`src/rtl/pcm_uart_tx_pkg.sv`:
```
`default_nettype none
// ============================================================================
// Module   : pcm_uart_tx_pkg
// Brief    : Sequencer/framer state codes, byte-order lanes and frame length.
//            Optional macro: PCM_UART_TX_PARITY_EN (adds an even-parity bit).
// Revision : 1.0 - initial release
// ============================================================================
package pcm_uart_tx_pkg;

  localparam logic [1:0] SEQ_IDLE = 2'd0;
  localparam logic [1:0] SEQ_LOAD = 2'd1;
  localparam logic [1:0] SEQ_SEND = 2'd2;

  localparam logic [2:0] BIT_IDLE   = 3'd0;
  localparam logic [2:0] BIT_START  = 3'd1;
  localparam logic [2:0] BIT_DATA   = 3'd2;
  localparam logic [2:0] BIT_PARITY = 3'd3;
  localparam logic [2:0] BIT_STOP   = 3'd4;

  // Lane n of the frame word is word[8n+7:8n]; wire order is L lo, L hi, R lo, R hi
  localparam logic [1:0] BYTE0_LO_L = 2'd2;
  localparam logic [1:0] BYTE1_HI_L = 2'd3;
  localparam logic [1:0] BYTE2_LO_R = 2'd0;
  localparam logic [1:0] BYTE3_HI_R = 2'd1;

`ifdef PCM_UART_TX_PARITY_EN
  localparam int SYMBOLS_PER_BYTE = 11;
`else
  localparam int SYMBOLS_PER_BYTE = 10;
`endif

  function automatic int unsigned frame_cycles(input int unsigned div);
    return 4 * (SYMBOLS_PER_BYTE * div + 1) + 1;
  endfunction

  function automatic logic [1:0] byte_lane(input logic [1:0] byte_idx);
    case (byte_idx)
      2'd0:    return BYTE0_LO_L;
      2'd1:    return BYTE1_HI_L;
      2'd2:    return BYTE2_LO_R;
      default: return BYTE3_HI_R;
    endcase
  endfunction

  function automatic logic [7:0] select_byte(input logic [31:0] word,
                                             input logic [1:0]  byte_idx);
    logic [1:0] lane;
    lane = byte_lane(byte_idx);
    return word[8*lane +: 8];
  endfunction

endpackage
`default_nettype wire

```
`src/rtl/pcm_uart_tx_if.sv`:
```
`default_nettype none
// ============================================================================
// Module   : pcm_uart_tx_if
// Brief    : Capture-side sample bus, host flow control and UART/status lines.
// Revision : 1.0 - initial release
// ============================================================================
interface pcm_uart_tx_if #(
  parameter int BITS  = 32,
  parameter int DEPTH = 16
);
  logic                     sample_valid;
  logic [BITS-1:0]          sample_in;
  logic                     host_ready;
  logic                     tx;
  logic                     busy;
  logic                     fifo_empty;
  logic                     overflow;
  logic [$clog2(DEPTH):0]   fill;

  modport master (
    output sample_valid, sample_in, host_ready,
    input  tx, busy, fifo_empty, overflow, fill
  );

  modport slave (
    input  sample_valid, sample_in, host_ready,
    output tx, busy, fifo_empty, overflow, fill
  );
endinterface
`default_nettype wire

```
`src/rtl/pcm_uart_tx_byte.sv`:
```
`default_nettype none
// ============================================================================
// Module   : pcm_uart_tx_byte
// Brief    : Single-byte UART framer (start, 8 data LSB first, stop) with a
//            start/busy/done handshake. PCM_UART_TX_PARITY_EN adds even parity.
// Revision : 1.0 - initial release
// ============================================================================
module pcm_uart_tx_byte
  import pcm_uart_tx_pkg::*;
#(
  parameter int DIV = 4
) (
  input  wire logic       clk,
  input  wire logic       reset,
  input  wire logic       start,
  input  wire logic [7:0] data,
  output logic            tx,
  output logic            busy,
  output logic            done
);
  localparam int                  c_cnt_w = (DIV > 1) ? $clog2(DIV) : 1;
  localparam logic [c_cnt_w-1:0]  c_last  = c_cnt_w'(DIV - 1);

  logic [2:0]         r_state;
  logic [c_cnt_w-1:0] r_baud;
  logic [2:0]         r_bit;
  logic [7:0]         r_shreg;
  logic               r_tx;
  logic               w_line;
  logic               w_bit_end;
`ifdef PCM_UART_TX_PARITY_EN
  logic               r_parity;
`endif

  assign w_bit_end = (r_baud == c_last);

  always_comb begin
    w_line = 1'b1;
    case (r_state)
      BIT_START:  w_line = 1'b0;
      BIT_DATA:   w_line = r_shreg[0];
`ifdef PCM_UART_TX_PARITY_EN
      BIT_PARITY: w_line = r_parity;
`endif
      default:    w_line = 1'b1;
    endcase
  end

  // The line is re-timed through r_tx so the pin is glitch-free and idles high on reset.
  always_ff @(posedge clk or posedge reset) begin
    if (reset) begin
      r_state <= BIT_IDLE;
      r_baud  <= '0;
      r_bit   <= '0;
      r_shreg <= '0;
      r_tx    <= 1'b1;
`ifdef PCM_UART_TX_PARITY_EN
      r_parity <= 1'b0;
`endif
    end else begin
      r_tx <= w_line;
      case (r_state)
        BIT_IDLE: begin
          if (start) begin
            r_shreg <= data;
            r_baud  <= '0;
            r_bit   <= '0;
            r_state <= BIT_START;
`ifdef PCM_UART_TX_PARITY_EN
            r_parity <= ^data;
`endif
          end
        end
        BIT_START: begin
          if (w_bit_end) begin
            r_baud  <= '0;
            r_state <= BIT_DATA;
          end else begin
            r_baud <= r_baud + 1'b1;
          end
        end
        BIT_DATA: begin
          if (w_bit_end) begin
            r_baud  <= '0;
            r_shreg <= {1'b0, r_shreg[7:1]};
            if (r_bit == 3'd7) begin
`ifdef PCM_UART_TX_PARITY_EN
              r_state <= BIT_PARITY;
`else
              r_state <= BIT_STOP;
`endif
            end else begin
              r_bit <= r_bit + 1'b1;
            end
          end else begin
            r_baud <= r_baud + 1'b1;
          end
        end
`ifdef PCM_UART_TX_PARITY_EN
        BIT_PARITY: begin
          if (w_bit_end) begin
            r_baud  <= '0;
            r_state <= BIT_STOP;
          end else begin
            r_baud <= r_baud + 1'b1;
          end
        end
`endif
        BIT_STOP: begin
          if (w_bit_end) begin
            r_baud  <= '0;
            r_state <= BIT_IDLE;
          end else begin
            r_baud <= r_baud + 1'b1;
          end
        end
        default: r_state <= BIT_IDLE;
      endcase
    end
  end

  assign tx   = r_tx;
  assign busy = (r_state != BIT_IDLE);
  assign done = (r_state == BIT_STOP) && w_bit_end;

endmodule
`default_nettype wire

```
`src/rtl/pcm_uart_tx.sv`:
```
`default_nettype none
// ============================================================================
// Module   : pcm_uart_tx
// Brief    : Stereo PCM frame FIFO + host flow control + 4-byte UART sequencer.
//            Optional macro: PCM_UART_TX_PARITY_EN (even parity per byte).
// Revision : 1.0 - initial release
// ============================================================================
module pcm_uart_tx
  import pcm_uart_tx_pkg::*;
#(
  parameter int CLK_FREQ = 12_000_000,
  parameter int BAUDRATE = 3_000_000,
  parameter int BITS     = 32,
  parameter int DEPTH    = 16
) (
  input  wire logic    clk,
  input  wire logic    reset,
  pcm_uart_tx_if.slave bus
);
  localparam int              c_div  = CLK_FREQ / BAUDRATE;
  localparam int              c_aw   = $clog2(DEPTH);
  localparam logic [c_aw:0]   c_full = (c_aw + 1)'(DEPTH);

  logic [BITS-1:0] r_mem [DEPTH];
  logic [c_aw-1:0] r_wr_ptr;
  logic [c_aw-1:0] r_rd_ptr;
  logic [c_aw:0]   r_count;
  logic            r_overflow;
  logic            r_rdy_meta;
  logic            r_rdy_s;
  logic [1:0]      r_state;
  logic [1:0]      r_byte_idx;
  logic [BITS-1:0] r_word;

  logic            w_full;
  logic            w_empty;
  logic            w_push;
  logic            w_pop;
  logic            w_byte_start;
  logic            w_byte_busy;
  logic            w_byte_done;
  logic            w_tx;
  logic [7:0]      w_byte;

  assign w_full  = (r_count == c_full);
  assign w_empty = (r_count == '0);
  // A push against a full FIFO is dropped even if a pop happens that same cycle.
  assign w_push  = bus.sample_valid && !w_full;
  assign w_pop   = (r_state == SEQ_IDLE) && !w_empty && r_rdy_s;

  always_ff @(posedge clk) begin
    if (w_push) begin
      r_mem[r_wr_ptr] <= bus.sample_in;
    end
  end

  always_ff @(posedge clk or posedge reset) begin
    if (reset) begin
      r_wr_ptr   <= '0;
      r_rd_ptr   <= '0;
      r_count    <= '0;
      r_overflow <= 1'b0;
    end else begin
      if (bus.sample_valid && w_full) begin
        r_overflow <= 1'b1;
      end
      if (w_push) begin
        r_wr_ptr <= r_wr_ptr + 1'b1;
      end
      if (w_pop) begin
        r_rd_ptr <= r_rd_ptr + 1'b1;
      end
      case ({w_push, w_pop})
        2'b10:   r_count <= r_count + 1'b1;
        2'b01:   r_count <= r_count - 1'b1;
        default: r_count <= r_count;
      endcase
    end
  end

  always_ff @(posedge clk or posedge reset) begin
    if (reset) begin
      r_rdy_meta <= 1'b0;
      r_rdy_s    <= 1'b0;
    end else begin
      r_rdy_meta <= bus.host_ready;
      r_rdy_s    <= r_rdy_meta;
    end
  end

  // Flow control is sampled only when a whole frame is popped; its four bytes always complete.
  always_ff @(posedge clk or posedge reset) begin
    if (reset) begin
      r_state    <= SEQ_IDLE;
      r_byte_idx <= '0;
      r_word     <= '0;
    end else begin
      case (r_state)
        SEQ_IDLE: begin
          if (w_pop) begin
            r_word     <= r_mem[r_rd_ptr];
            r_byte_idx <= '0;
            r_state    <= SEQ_LOAD;
          end
        end
        SEQ_LOAD: begin
          if (!w_byte_busy) begin
            r_state <= SEQ_SEND;
          end
        end
        SEQ_SEND: begin
          if (w_byte_done) begin
            if (r_byte_idx == 2'd3) begin
              r_state <= SEQ_IDLE;
            end else begin
              r_byte_idx <= r_byte_idx + 1'b1;
              r_state    <= SEQ_LOAD;
            end
          end
        end
        default: r_state <= SEQ_IDLE;
      endcase
    end
  end

  assign w_byte_start = (r_state == SEQ_LOAD) && !w_byte_busy;
  assign w_byte       = select_byte(r_word, r_byte_idx);

  pcm_uart_tx_byte #(
    .DIV (c_div)
  ) u_byte (
    .clk   (clk),
    .reset (reset),
    .start (w_byte_start),
    .data  (w_byte),
    .tx    (w_tx),
    .busy  (w_byte_busy),
    .done  (w_byte_done)
  );

  assign bus.tx         = w_tx;
  assign bus.busy       = (r_state != SEQ_IDLE) || w_pop;
  assign bus.fifo_empty = w_empty;
  assign bus.overflow   = r_overflow;
  assign bus.fill       = r_count;

endmodule
`default_nettype wire

```
`src/flat_wrapper.sv`:
```
// flat-port wrapper written by rule: the top's interface ports become plain ports
module pcm_uart_tx_flat import pcm_uart_tx_pkg::*;
#(
  parameter int CLK_FREQ = 12_000_000,
  parameter int BAUDRATE = 3_000_000,
  parameter int BITS     = 32,
  parameter int DEPTH    = 16
)
  (clk, reset, bus_sample_valid, bus_sample_in, bus_host_ready, bus_tx, bus_busy, bus_fifo_empty, bus_overflow, bus_fill);
  pcm_uart_tx_if #(.BITS(BITS), .DEPTH(DEPTH)) bus_i ();
  input  wire logic clk;
  input  wire logic reset;
  input wire logic [$bits(bus_i.sample_valid)-1:0] bus_sample_valid;
  input wire logic [$bits(bus_i.sample_in)-1:0] bus_sample_in;
  input wire logic [$bits(bus_i.host_ready)-1:0] bus_host_ready;
  output wire logic [$bits(bus_i.tx)-1:0] bus_tx;
  output wire logic [$bits(bus_i.busy)-1:0] bus_busy;
  output wire logic [$bits(bus_i.fifo_empty)-1:0] bus_fifo_empty;
  output wire logic [$bits(bus_i.overflow)-1:0] bus_overflow;
  output wire logic [$bits(bus_i.fill)-1:0] bus_fill;
  assign bus_i.sample_valid = bus_sample_valid;
  assign bus_i.sample_in = bus_sample_in;
  assign bus_i.host_ready = bus_host_ready;
  assign bus_tx = bus_i.tx;
  assign bus_busy = bus_i.busy;
  assign bus_fifo_empty = bus_i.fifo_empty;
  assign bus_overflow = bus_i.overflow;
  assign bus_fill = bus_i.fill;
  pcm_uart_tx #(.CLK_FREQ(CLK_FREQ), .BAUDRATE(BAUDRATE), .BITS(BITS), .DEPTH(DEPTH)) u_core (.clk(clk), .reset(reset), .bus(bus_i));
endmodule
```
`config.mk`:
```
export PLATFORM = sky130hd
export DESIGN_NAME = pcm_uart_tx_flat
export DESIGN_NICKNAME = d
export VERILOG_FILES = /design/src/rtl/pcm_uart_tx_pkg.sv /design/src/rtl/pcm_uart_tx_if.sv /design/src/rtl/pcm_uart_tx_byte.sv /design/src/rtl/pcm_uart_tx.sv /design/src/flat_wrapper.sv
export SDC_FILE = /design/constraint.sdc
export NUM_CORES = 1
export LEC_CHECK = 0
export BUFFER_PORTS_ARGS = -buffer_cell sky130_fd_sc_hd__buf_4
export CORE_MARGIN = 5
export CORE_UTILIZATION = 45
export DETAILED_ROUTE_END_ITERATION = 16
export GPL_TIMING_DRIVEN = 1
export PLACE_DENSITY = 0.57
export SETUP_SLACK_MARGIN = 0.15
export SLEW_MARGIN = 20
export SYNTH_ARGS = -nofsm -noshare
export SYNTH_HDL_FRONTEND = slang
export SYNTH_SLANG_ARGS = --single-unit
```
`constraint.sdc`:
```
create_clock -name clk -period 4.75 [get_ports clk]
set_input_delay 0.95 -clock clk [delete_from_list [all_inputs] [get_ports clk]]
set_output_delay 0.95 -clock clk [all_outputs]
set_load 0.02 [all_outputs]
```
======== After elaboration in Yosys (flattened, before gate mapping) ========
Memory sizes are Yosys's and may differ from the RTL's. A register that Yosys moved wholly into a read port is not among the register bits.
Index checks and enable logic that the tools add are counted.
word-level totals
  register bits ........................... 37
  bits in latches ......................... 0
  memory bits (writable) .................. 512
  memory bits (read-only) ................. 0
  input port bits ......................... 36
  output and inout port bits .............. 9
  logic and storage cells ................. 103
  memories ................................ 1
cells by class
  $add $sub $neg .......................... 7
  multiply operators ...................... 0
  div/mod/pow operators ................... 0
  magnitude comparators ................... 0
  eq/ne operators ......................... 23
  shift-type cells ........................ 1
  multiplexer cells ....................... 30
  bitwise operators ....................... 0
  reductions and logical operators ........ 28
memories
  name          depth  width  read ports  clocked after memory_dff  write ports  line               text
  u_core.r_mem  16     32     1           1                         1            pcm_uart_tx.sv:24  logic [BITS-1:0] r_mem [DEPTH];
operator list
  cell                 number
  $shiftx 32x6->8      1
  $mux 3               8
  $ne 2x2->1 const B   9
  $mux 2               8
  $mux 8               2
  $pmux 8 s2           1
  $pmux 2 s3           2
  $pmux 3 s4           1
  $eq 2x2->1 const B   5
  $pmux 5 s2           1
  $reduce_bool 2->1    5
  $add 4x1->4 const B  2
  $pmux 2 s2           2
  $reduce_and 4->1     2
  $eq 2x1->1 const B   3
  $eq 3x3->1 const B   2
  $logic_and 1x1->1    6
  $pmux 3 s2           1
  $reduce_and 3->1     2
  $add 5x1->5 const B  1
  $eq 5x5->1 const B   1
  $logic_not 5->1      1
  $reduce_and 5->1     1
  $sub 5x1->5 const B  1
  other kinds (14)     21

======== Longest topological paths before layout ========
  depth after elaboration ................. 6
  gate-level depth with buffers ........... 10

======== Modules after synthesis ========
From an unflattened synthesis, not the netlist that was laid out.
unflattened totals
  cell total of the unflattened synthesis .. 1104
  area, all modules ....................... 22669.2 µm²
by module, submodules not included
  module            instances  cells an instance  area an instance (µm²)  sequential area each (µm²)
  pcm_uart_tx       1          1017               21674.5                 16676.0
  pcm_uart_tx_byte  1          87                 994.7                   426.7

======== Least setup slack after synthesis ========
OpenSTA, ideal clock, no wires.
  path type ............................... input -> register
  start point ............................. input port bus_sample_valid
  end point ............................... memory u_core.r_mem[3][0], enable pin
  arrival ................................. 3.826 ns
  setup slack ............................. 0.463 ns
  stages .................................. 3
  buffers on the path ..................... 0
  path through ............................ a21boi_1 > nand2_1 > nor3_1
between the ends
  longest elaborated chain between the ends .. 3
RTL lines
  item                          line                text
  start, declared               flat_wrapper.sv:13  input wire logic [$bits(bus_i.sample_valid)-1:0] bus_sample_valid;
  $logic_and 1x1->1             pcm_uart_tx.sv:48   assign w_push = bus.sample_valid && !w_full;
  $mux 1                        pcm_uart_tx.sv:52   if (w_push) begin
  $mux 1 (implied by the code)  pcm_uart_tx.sv:53   r_mem[r_wr_ptr] <= bus.sample_in;
  end, declared                 pcm_uart_tx.sv:24
Every way passes these cells.

======== Worst setup path after layout ========
  start point ............................. register u_core.r_count[0], in the netlist u_core.bus.fill[0]
  end point ............................... output port bus_busy
between the ends
  longest elaborated chain between the ends .. 5
RTL lines
  item                             line                text
  start, declared                  pcm_uart_tx.sv:27   logic [c_aw:0] r_count;
  start signal, assigned           pcm_uart_tx.sv:74   2'b10: r_count <= r_count + 1'b1;
  start signal, assigned           pcm_uart_tx.sv:75   2'b01: r_count <= r_count - 1'b1;
  start signal, assigned           pcm_uart_tx.sv:76   default: r_count <= r_count;
  $logic_not 5->1                  pcm_uart_tx.sv:46   assign w_empty = (r_count == '0);
  $logic_not 1->1                  pcm_uart_tx.sv:49   assign w_pop = (r_state == SEQ_IDLE) && !w_empty && r_rdy_s;
  $logic_and 1x1->1 (2 in series)  pcm_uart_tx.sv:49
  $logic_or 1x1->1                 pcm_uart_tx.sv:142  assign bus.busy = (r_state != SEQ_IDLE) || w_pop;
  end, declared                    flat_wrapper.sv:17  output wire logic [$bits(bus_i.busy)-1:0] bus_busy;
Every way passes these cells.

==> results.ini <==
[status]
status=complete, no violations

[finish]
fin_nets=1225
num_antenna_cells=0
drive_gt1_share_pct=29.8
area_delta_synth_final_pct=13.8

[cts]
tritoncts=built
htree_levels=2
clk_pin_slew_ns=0.06
cts_resized=0
hold_buffers=0
cts_buffers=59
cts_buffer_depth=3
cts.sink_count=581
cts_setup_buffers=0
root_buffer=clkbuf_16
clk_latency_ns=0.62

[timing]
slew_headroom_pct=31.9
final.min_clock_period_ns=3.25
rsz0062_at_grt=no
fin_crit_sh_pct=68.4
finClkSkew_ns=0.0290
setup_viol_count_final=0
drv_slew=0
finalHoldViolations=0
max_freq_ghz=0.308
tightest_slew_ns=1.02
setup_tns_ns=0

[worst_setup_path]
cp_max_fo=6
r2r-end=u_core.bus.fill[4]$_DFFE_PP0P_
crit_chain=or4_4, o21ai_0, nand2_1, buf_4
critPathRequiredTime_ns=3.80
crit_buf_inv=1
worst-r2r-setup-slack_ns=1.51
end_kind=output port
startpoint_type=register
cp_top_family=simple AND/OR/NAND/NOR gates
timing.rr.start=u_core.bus.fill[0]$_DFFE_PP0P_
crit_type=reg -> out
critical_path.slowest_cell=or4_4
cpPeakStageDelay_ns=0.61
path_depth=4
worst_ep_arrival_time_ns=2.30
r2r_cells=8

[hold_path]
min_to=u_core.r_rdy_s$_DFF_PP0_
hp-class=reg -> reg
whs_path_depth=0
hold_start=u_core.r_rdy_meta$_DFF_PP0_

[pwr]
fin_total_pwr_mw=13.8
ir_drop_v=0.000317
cellPowerDensity_nw_per_um2=536
p_leak_nw=8.17

[synth]
synthesis.nets=1161
synth_adder_area_share_pct=0.959
async_flop_share_pct=11.9
synthSimpleGateAreaFrac_pct=2.26
synthXorXnorAreaFrac_pct=0.425
synth.most_common_cell=edfxtp_1
yosys.area.top_type=edfxtp_1
synth-seq-cells=581
avgSynthCellArea_um2=20.5
ys_types=49
synth_top_family_by_area=multiplexers
synth_common_cells=512 x edfxtp_1, 128 x mux4_2, 68 x dfrtp_1, 68 x o22ai_1, 36 x mux2_2
synth_edf_count=512
synth_mux_area_share_pct=14.6
synth_compound_area_share_pct=4.67
netlist_area_um2=22700
netlist_instances=1109
synth-seq-area-share_pct=75.4
synth_area_leaders=edfxtp_1 68%, mux4_2 13%, dfrtp_1 7.5%, o22ai_1 1.9%, mux2_2 1.8%
synth_ff_type=edfxtp_1
synth_top_cell_area_share_pct=67.8
yosysWarningCount=0

[die]
boundaryPins=45
die_w_um=235
rows=82
dieArea_um2=55000
initial_core_util_pct=45.3
core_region_area_um2=50100
die_h_um=235

[global_route]
grt_pass1_vias=11100
grt_overflow=0
grt_start_max_net_pins=70
grt_usage_pct=18.6
grt_first_pass_wirelength_mm=74.6
antenna_found_initial=2

[flow_run]
cap_viol_max_count=0

[route]
drtIter0Drc=1019
antenna_left=0
drt_wl_total_mm=50.2
dr.pass1.iters=5
vias=10800
drcViolationCount=0
wire_per_inst_um=26.5
vias_per_cell=5.69

[place]
post-dp-hpwl_mm=30.2
gp_congestion=0.810
port_buffers=44

state kept, by name, indices dropped and copies added (netlist names), 3 cells and up:
name,count
u_core.r_rd_ptr,4
u_core.r_mem,512
u_core.bus.fill,5
u_core.r_wr_ptr,4
u_core.u_byte.r_state,3
u_core.u_byte.r_shreg,8
u_core.r_word,32
u_core.u_byte.r_bit,3
layout make-up:
class,instances,area [um^2]
clock inverters,31,345
multi-input cells,452,5330
clock buffers,80,1590
repair buffers,69,556
inverters,10,38.8
fillers,4043,24300
well taps,672,841
flip-flops and latches,581,17100
report_power, final:
part / switching, mW / total, mW / internal [mW]
clock: 1.91 / 4.63 / 2.72
sequential: 0.394 / 6.65 / 6.26
combinational: 1.47 / 2.56 / 1.09
routing by layer:
| metal | wire (um) | GRT usage, % | part of all wire (%) |
|---|---|---|---|
| met5 | 0 | 0 | 0 |
| met4 | 822 | 4.78 | 1.6 |
| met3 | 2860 | 2.94 | 5.7 |
| met2 | 23500 | 28.2 | 47 |
| met1 | 23000 | 28.8 | 46 |
worst register-to-register path, stage by stage (launching register included):
cell and delay (ns):
dfrtp_1 0.45, or4_4 0.61, o211a_4 0.50, ha_1 0.44, fa_1 0.43, a21o_1 0.18, a21oi_1 0.18, mux2i_1 0.23
xnor2_1 0.13
stage by stage:
step           instances  hold slack [ns]  setup WS, ns  instance area (um^2)  util [%]
3_3_place_gp        1784            0.348          1.20                 23900      47.7
4_1_cts             1895            0.374          1.46                 25800      51.6
3_5_place_dp        1784            0.360          1.14                 23900      47.7
5_1_grt             1895            0.379          1.26                 25800      51.6
2_1_floorplan       1109            0.331         0.463                 22700         -
6_report            1895            0.362          1.50                 25800      51.6
how the worst max path moves through the flow:
stage | start | end
final | u_core.bus.fill[0]$_DFFE_PP0P_ | bus_busy
after global routing | u_core.bus.fill[0]$_DFFE_PP0P_ | u_core.bus.fill[4]$_DFFE_PP0P_
after CTS | u_core.bus.fill[0]$_DFFE_PP0P_ | bus_busy
after detailed placement | bus_sample_valid | u_core.r_mem[15][11]$_DFFE_PP_
after global placement | bus_sample_valid | u_core.r_mem[15][23]$_DFFE_PP_
after floorplan | bus_sample_valid | u_core.r_mem[3][0]$_DFFE_PP_
cell usage in the layout (no fill, tap or decap), drive strengths merged, types with 8 or more instances in the layout:
cell type / instances
edfxtp: 512
ha: 15
o31ai: 8
dfrtp: 68
clkinv: 21
inv: 12
mux4: 128
buf: 69
xnor2: 8
o22ai: 68
a21oi: 37
nor3b: 9
nor2: 23
mux2: 36
o21ai: 9
nand2: 33
clkbuf: 80
nor2b: 11
cell families (layout without fill, tap and decap cells):
family | Yosys count | count (layout)
adder cells (fa/ha/maj) | 17 | 17
buffers and inverters | 76 | 190
AO/OA/AOI/OAI | 156 | 156
flip-flops | 581 | 581
XOR/XNOR | 11 | 11
multiplexers | 167 | 167
AND/OR/NAND/NOR | 101 | 101
Note: power is estimated with default switching activity, not from simulation.
